$ cat config.mk
export PLATFORM = sky130hd
export DESIGN_NAME = demux1ton_stream
export DESIGN_NICKNAME = d
export VERILOG_FILES = /design/src/rtl/demux_pkg.sv /design/src/rtl/demux_slot.sv /design/src/rtl/demux1ton_stream.sv
export SDC_FILE = /design/constraint.sdc
export NUM_CORES = 1
export LEC_CHECK = 0
export BUFFER_PORTS_ARGS = -buffer_cell sky130_fd_sc_hd__buf_2
export CAP_MARGIN = 30
export CORE_MARGIN = 8
export CORE_UTILIZATION = 51
export DETAILED_ROUTE_END_ITERATION = 16
export PLACE_DENSITY = 0.9
export SLEW_MARGIN = 20
export SYNTH_ARGS = -nofsm -noshare
export SYNTH_HDL_FRONTEND = slang
export SYNTH_HIERARCHICAL = 1
export SYNTH_SLANG_ARGS = --single-unit
$ cat constraint.sdc
create_clock -name clk -period 2.9 [get_ports clk]
set_input_delay 0 -clock clk [delete_from_list [all_inputs] [get_ports clk]]
set_output_delay 0 -clock clk [all_outputs]
set_load 0.03 [all_outputs]
$ cat src/rtl/demux_pkg.sv
// -----------------------------------------------------------------------------
// demux_pkg
// Shared constants and helpers for the 1-to-N stream demultiplexer.
//   sel_width(n)  : width of a channel index for n channels (at least 1 bit)
//   DROP_CNT_W    : width of the saturating drop counter
//   DROP_CNT_MAX  : value at which the drop counter saturates
// -----------------------------------------------------------------------------
package demux_pkg;

  localparam int DROP_CNT_W = 8;
  localparam logic [DROP_CNT_W-1:0] DROP_CNT_MAX = {DROP_CNT_W{1'b1}};

  // A single-channel demux would give $clog2(1) = 0; keep the index at
  // least one bit wide so the select port is always a legal vector.
  function automatic int sel_width(input int n);
    if (n <= 1) begin
      return 1;
    end
    return $clog2(n);
  endfunction

endpackage

$ cat src/rtl/demux_slot.sv
// -----------------------------------------------------------------------------
// demux_slot
// One-entry output register for a single demux channel.
//
// Ports:
//   clk_i         rising-edge clock
//   rst_i         synchronous active-high reset (clears full flag and data)
//   load_i        write data_i into the slot this cycle (caller guarantees
//                 can_accept_o is high whenever load_i is asserted)
//   data_i        W-bit word to store
//   ready_i       downstream consumer ready for this channel
//   full_o        slot holds a word (drives the channel's valid)
//   data_o        stored word (drives the channel's data)
//   can_accept_o  slot can take a word this cycle: empty, or full and being
//                 drained in the same cycle
// -----------------------------------------------------------------------------
module demux_slot #(
  parameter int W = 8
) (
  input  logic         clk_i,
  input  logic         rst_i,
  input  logic         load_i,
  input  logic [W-1:0] data_i,
  input  logic         ready_i,
  output logic         full_o,
  output logic [W-1:0] data_o,
  output logic         can_accept_o
);

  logic         full_q;
  logic         full_d;
  logic [W-1:0] data_q;
  logic [W-1:0] data_d;

  // Pass-through drain: a full slot whose consumer is ready frees up at the
  // same edge, so it may be reloaded without a bubble.
  assign can_accept_o = !full_q || ready_i;

  always_comb begin
    full_d = full_q;
    data_d = data_q;
    if (load_i) begin
      // Load wins over drain: the slot stays full holding the new word.
      full_d = 1'b1;
      data_d = data_i;
    end else if (ready_i) begin
      full_d = 1'b0;
    end
  end

  always_ff @(posedge clk_i) begin
    if (rst_i) begin
      full_q <= 1'b0;
      data_q <= '0;
    end else begin
      full_q <= full_d;
      data_q <= data_d;
    end
  end

  assign full_o = full_q;
  assign data_o = data_q;

endmodule

$ cat src/rtl/demux1ton_stream.sv
// -----------------------------------------------------------------------------
// demux1ton_stream
// Registered, flow-controlled 1-to-N stream demultiplexer. Each accepted input
// word is steered into a one-entry register on the selected output channel.
//
// Handshake (all streams): a word transfers on a rising clock edge where
// valid && ready are both high. ready never depends on valid on the same
// interface. A producer holds valid and its payload until the transfer.
//
// Parameters:
//   N      number of output channels (2..16)
//   W      data width (1..64)
//   SEL_W  select width, derived from N; not meant to be overridden
//
// Ports:
//   clk       rising-edge clock
//   rst       synchronous active-high reset
//   s_valid   input word valid
//   s_ready   input word accepted when s_valid && s_ready
//   s_data    input word
//   s_sel     destination channel index
//   s_bcast   broadcast request (only with DEMUX_BCAST_EN defined)
//   m_valid   per-channel output valid
//   m_ready   per-channel consumer ready
//   m_data    channel k occupies bits [k*W +: W]
//   drop_cnt  saturating count of words dropped for out-of-range select
//
// Build option: DEMUX_BCAST_EN adds s_bcast; a broadcast word loads every
// slot at once and needs all slots able to accept.
// -----------------------------------------------------------------------------
module demux1ton_stream
  import demux_pkg::*;
#(
  parameter int N     = 4,
  parameter int W     = 8,
  parameter int SEL_W = sel_width(N)
) (
  input  logic                  clk,
  input  logic                  rst,
  input  logic                  s_valid,
  output logic                  s_ready,
  input  logic [W-1:0]          s_data,
  input  logic [SEL_W-1:0]      s_sel,
`ifdef DEMUX_BCAST_EN
  input  logic                  s_bcast,
`endif
  output logic [N-1:0]          m_valid,
  input  logic [N-1:0]          m_ready,
  output logic [N*W-1:0]        m_data,
  output logic [DROP_CNT_W-1:0] drop_cnt
);

  logic [N-1:0]          slot_acc;
  logic [N-1:0]          slot_load;
  logic [N-1:0]          sel_onehot;
  logic                  sel_in_range;
  logic                  sel_acc;
  logic                  bcast;
  logic                  handshake;
  logic [DROP_CNT_W-1:0] drop_cnt_q;
  logic [DROP_CNT_W-1:0] drop_cnt_d;

`ifdef DEMUX_BCAST_EN
  assign bcast = s_bcast;
`else
  assign bcast = 1'b0;
`endif

  // ---------------------------------------------------------------------------
  // Select decode. When N is not a power of two some select codes name no
  // channel; those decode to an all-zero one-hot and are treated as drops.
  // ---------------------------------------------------------------------------
  always_comb begin
    sel_onehot = '0;
    for (int k = 0; k < N; k++) begin
      if (s_sel == SEL_W'(k)) begin
        sel_onehot[k] = 1'b1;
      end
    end
  end

  assign sel_in_range = |sel_onehot;

  // Accept of the addressed slot, or 0 when the select is out of range.
  assign sel_acc = |(sel_onehot & slot_acc);

  // ---------------------------------------------------------------------------
  // s_ready mux. Out-of-range words are always taken (and discarded) so a bad
  // select can never wedge the input stream.
  // ---------------------------------------------------------------------------
  always_comb begin
    s_ready = 1'b1;
    if (bcast) begin
      s_ready = &slot_acc;
    end else if (sel_in_range) begin
      s_ready = sel_acc;
    end
  end

  // No transfer completes while reset is asserted.
  assign handshake = s_valid && s_ready && !rst;

  always_comb begin
    slot_load = '0;
    if (handshake) begin
      slot_load = bcast ? {N{1'b1}} : sel_onehot;
    end
  end

  // ---------------------------------------------------------------------------
  // Drop counter: saturates, and broadcasts never count as drops.
  // ---------------------------------------------------------------------------
  always_comb begin
    drop_cnt_d = drop_cnt_q;
    if (handshake && !bcast && !sel_in_range && (drop_cnt_q != DROP_CNT_MAX)) begin
      drop_cnt_d = drop_cnt_q + 1'b1;
    end
  end

  always_ff @(posedge clk) begin
    if (rst) begin
      drop_cnt_q <= '0;
    end else begin
      drop_cnt_q <= drop_cnt_d;
    end
  end

  assign drop_cnt = drop_cnt_q;

  // ---------------------------------------------------------------------------
  // Per-channel one-entry slots.
  // ---------------------------------------------------------------------------
  for (genvar k = 0; k < N; k++) begin : g_slot
    demux_slot #(
      .W (W)
    ) u_slot (
      .clk_i        (clk),
      .rst_i        (rst),
      .load_i       (slot_load[k]),
      .data_i       (s_data),
      .ready_i      (m_ready[k]),
      .full_o       (m_valid[k]),
      .data_o       (m_data[k*W +: W]),
      .can_accept_o (slot_acc[k])
    );
  end

endmodule
==> metrics.txt <==
# TYPE chip_impl_metric gauge
chip_impl_metric{name="ctsHtreeMaxLevel",unit=""} 2
chip_impl_info{name="cts_tree",value="done"} 1
chip_impl_metric{name="post_drt_via_cell_ratio",unit=""} 4.84
chip_impl_metric{name="final_min_period_over_clock_period",unit=""} 0.583
chip_impl_metric{name="clock_insertion_delay_worst_skew",unit="ns"} 0.36
chip_impl_metric{name="final_period_minus_worst_setup_slack",unit="ns"} 1.69
chip_impl_metric{name="final_hold_viol_count",unit=""} 0
chip_impl_metric{name="maximum_buffer_depth_of_the_clock_tree",unit=""} 2
chip_impl_info{name="r2r_start",value="g_slot[2].u_slot/full_o"} 1
chip_impl_metric{name="detail-route-antenna-nets",unit=""} 0
chip_impl_metric{name="remaining_overflow_grt",unit=""} 0
chip_impl_metric{name="finClkSkew",unit="ns"} 0.0159
chip_impl_info{name="worst_setup_path_end_kind",value="flop"} 1
chip_impl_metric{name="first_global_vias",unit=""} 1218
chip_impl_info{name="worst_setup_path_start_kind",value="flop"} 1
chip_impl_info{name="synth_ff_type",value="dfxtp_1"} 1
chip_impl_metric{name="remaining_drc_errors",unit=""} 0
chip_impl_metric{name="fmax",unit="GHz"} 0.591
chip_impl_metric{name="synth_fp_nets",unit=""} 162
chip_impl_metric{name="setup-violations-final",unit=""} 0
chip_impl_metric{name="maximum_number_of_pins_on_one_net_before_global_route_repair",unit=""} 47
chip_impl_metric{name="synth.yosys.seq_area_share",unit=""} 0.554
chip_impl_metric{name="global_route_wire_length_before_repair",unit="um"} 5840
chip_impl_metric{name="core-area",unit="sq um"} 3000
chip_impl_metric{name="finalWirelength",unit="um"} 3700
chip_impl_metric{name="async_flop_share",unit=""} 0
chip_impl_info{name="worst_path_max_delay_cell",value="nor3b_2"} 1
chip_impl_metric{name="cts-buffers-inserted",unit=""} 5
chip_impl_metric{name="cts.hold.buffers_added",unit=""} 12
chip_impl_metric{name="cts.repair.resized",unit=""} 0
chip_impl_metric{name="drtPass1Iterations",unit=""} 4
chip_impl_metric{name="postSynthCellCount",unit=""} 145
chip_impl_metric{name="drv_slew",unit=""} 0
chip_impl_metric{name="bufs_and_invs_on_worst_path",unit=""} 0
chip_impl_metric{name="peakVddDrop",unit="uV"} 409
chip_impl_info{name="critical_path_class",value="reg2reg"} 1
chip_impl_info{name="post-synth-top-area-cell",value="dfxtp_1"} 1
chip_impl_metric{name="routed_wire_length_per_instance",unit="um"} 14.6
chip_impl_metric{name="synth_top_cell_area_share",unit=""} 0.554
chip_impl_metric{name="critical_path.max_fanout",unit=""} 9
chip_impl_info{name="yosysMostFrequentCell",value="dfxtp_1"} 1
chip_impl_info{name="clk_root_buffer_cell",value="clkbuf_4"} 1
chip_impl_info{name="crit_path_cell_trace",value="nand2b_1, nor3b_2, mux2i_1, nor2_1"} 1
chip_impl_metric{name="post_synth_instance_area",unit="sq um"} 1590
chip_impl_metric{name="critPathRequiredTime",unit="ns"} 3.12
chip_impl_metric{name="synth_enable_flop_cells",unit=""} 0
chip_impl_metric{name="synth_warnings",unit=""} 6
chip_impl_metric{name="synth_cell_types",unit=""} 15
chip_impl_metric{name="power.total",unit="W"} 0.00113
chip_impl_metric{name="die_area",unit="sq um"} 5160
chip_impl_metric{name="final.setup.tns",unit="ns"} 0
chip_impl_metric{name="antenna_violations_before_repair",unit=""} 0
chip_impl_metric{name="final_layout_size_suffix_gt1_frac",unit=""} 0.373
chip_impl_info{name="worstSetupStartpoint",value="g_slot[2].u_slot/full_o"} 1
chip_impl_metric{name="post_cts.repair.setup_buffers",unit=""} 0
chip_impl_metric{name="p_leak",unit="nW"} 0.975
chip_impl_metric{name="gr-usage-all-layers",unit=""} 0.142
chip_impl_metric{name="drt-initial-drc-count",unit=""} 96
chip_impl_metric{name="area_growth",unit="%"} 32.2
chip_impl_metric{name="final_standard_cell_utilization_of_the_core",unit=""} 0.700
chip_impl_info{name="synth_common_cells",value="44 x dfxtp_1, 34 x nor2_1, 32 x mux2i_1"} 1
chip_impl_info{name="rsz0062_at_grt",value="false"} 1
chip_impl_metric{name="worst_case_headroom_to_the_max_slew_limit",unit=""} 0.393
chip_impl_metric{name="powerDensity",unit="nW/um^2"} 538
chip_impl_metric{name="hold_slack",unit="ns"} 0.0841
chip_impl_metric{name="net_count_of_the_finished_layout",unit=""} 236
chip_impl_metric{name="io_buffer_count",unit=""} 61
chip_impl_metric{name="postSynthRegisterBits",unit=""} 44
chip_impl_metric{name="postSynthAreaPerCell",unit="sq um"} 11.0
chip_impl_metric{name="crit_arrival",unit="ns"} 1.91
chip_impl_metric{name="detailed_place_hpwl",unit="um"} 2570
chip_impl_info{name="cpLargestDelayFamily",value="simple AND/OR/NAND/NOR gates"} 1
chip_impl_metric{name="timing_worst_slew_pin_value",unit="ns"} 0.907
chip_impl_metric{name="initial_utilization",unit=""} 0.530
chip_impl_info{name="hp-start",value="s_sel[0]"} 1
chip_impl_metric{name="finalWeightedCongestion",unit=""} 0.745
chip_impl_metric{name="cp_slowest_stage_delay",unit="ns"} 0.75
chip_impl_metric{name="max-cap-violations",unit=""} 0
chip_impl_metric{name="clock-sinks",unit=""} 44
chip_impl_metric{name="io-pin-count",unit=""} 62
chip_impl_info{name="netlist_top_cells_area",value="dfxtp_1 55%, mux2i_1 20%, nor2_1 8.0%"} 1
chip_impl_info{name="status",value="finished, final reports clean"} 1
chip_impl_metric{name="rows",unit=""} 20
chip_impl_metric{name="clkTransAtPathRegs",unit="ns"} 0.13
chip_impl_metric{name="vias",unit=""} 1225
chip_impl_metric{name="die_h",unit="um"} 71.8
chip_impl_metric{name="antenna-diode-count",unit=""} 0
chip_impl_metric{name="die-width",unit="um"} 71.8
chip_impl_info{name="holdCritPathClass",value="in2reg"} 1
[registers in the layout, indices dropped and copies added (netlist names)]
register,flops
drop_cnt,8
g_slot.u_slot/data_o,32
g_slot.u_slot/full_o,4
[placed cells by master (no fill, tap or decap)]
| cell | count |
|---|---|
| buf_2 | 61 |
| dfxtp_1 | 44 |
| nor2_1 | 34 |
| mux2i_1 | 32 |
| dlygate4sd3_1 | 12 |
| and2b_2 | 8 |
| clkbuf_4 | 5 |
| inv_1 | 4 |
| nand2b_1 | 4 |
| a21oi_1 | 4 |
| nor3b_2 | 2 |
| nand2_1 | 2 |
| buf_4 | 2 |
| mux4_2 | 1 |
| nand3b_1 | 1 |
| or3b_1 | 1 |
| clkbuf_8 | 1 |
| bufinv_16 | 1 |
| clkinv_4 | 1 |
[per-stage QoR]
stage | instance area (sq um) | setup slack, ns | cells
finish | 2100 | 1.21 | 253
global route | 2100 | 1.08 | 253
floorplan | 1590 | 1.64 | 145
global placement | 1880 | 0.923 | 232
detailed placement | 1880 | 0.875 | 232
CTS | 2090 | 1.10 | 252
[area by class of cell]
cell class,instances,area [sq um]
timing repair buffer,75,440
clock inverter,2,38.8
fill,232,901
multi-input combinational,89,634
tap,33,41.3
sequential,44,881
inverter,4,15.0
clock buffer,6,51.3
[kinds of logic after synthesis]
group,Yosys count,synth area share
AOI/OAI and AO/OA,4,0.0126
DFF,44,0.554
muxes,33,0.216
buffers and inverters,12,0.0503
and+or+nand+nor,52,0.168
[final timing paths]
check / slack [ns] / endpoint / cells past startpoint
min reg2reg: 0.49 / drop_cnt[5] / 1
max reg2reg: 1.21 / g_slot[2].u_slot/data_o[6] / 4
min: 0.08 / g_slot[3].u_slot/full_o / 5
max: 1.21 / g_slot[2].u_slot/data_o[6] / 4
[metal layers]
layer  global-route usage  vias to the layer above  wire length, um
met5                    0                        -                0
met4               0.0476                        0               38
met3               0.0697                        6              317
met2                0.229                       41             1780
met1                0.159                      558             1570
li1                     -                      620                -
[where the power goes]
group / leakage (nW) / internal, W / switching [W]
Combinational: 0.570 / 0.0000436 / 0.0000610
Clock: 0.0484 / 0.000207 / 0.000199
Sequential: 0.356 / 0.000615 / 0.00000544
Total: 0.975 / 0.000865 / 0.000265
[worst register-to-register path: cells and delay by family, from the launching register on]
kind / cells / cell delay, ns
multiplexers: 1 / 0.29
flip-flops: 1 / 0.33
AND/OR/NAND/NOR: 3 / 0.93
Note: power is estimated with default switching activity, not from simulation.
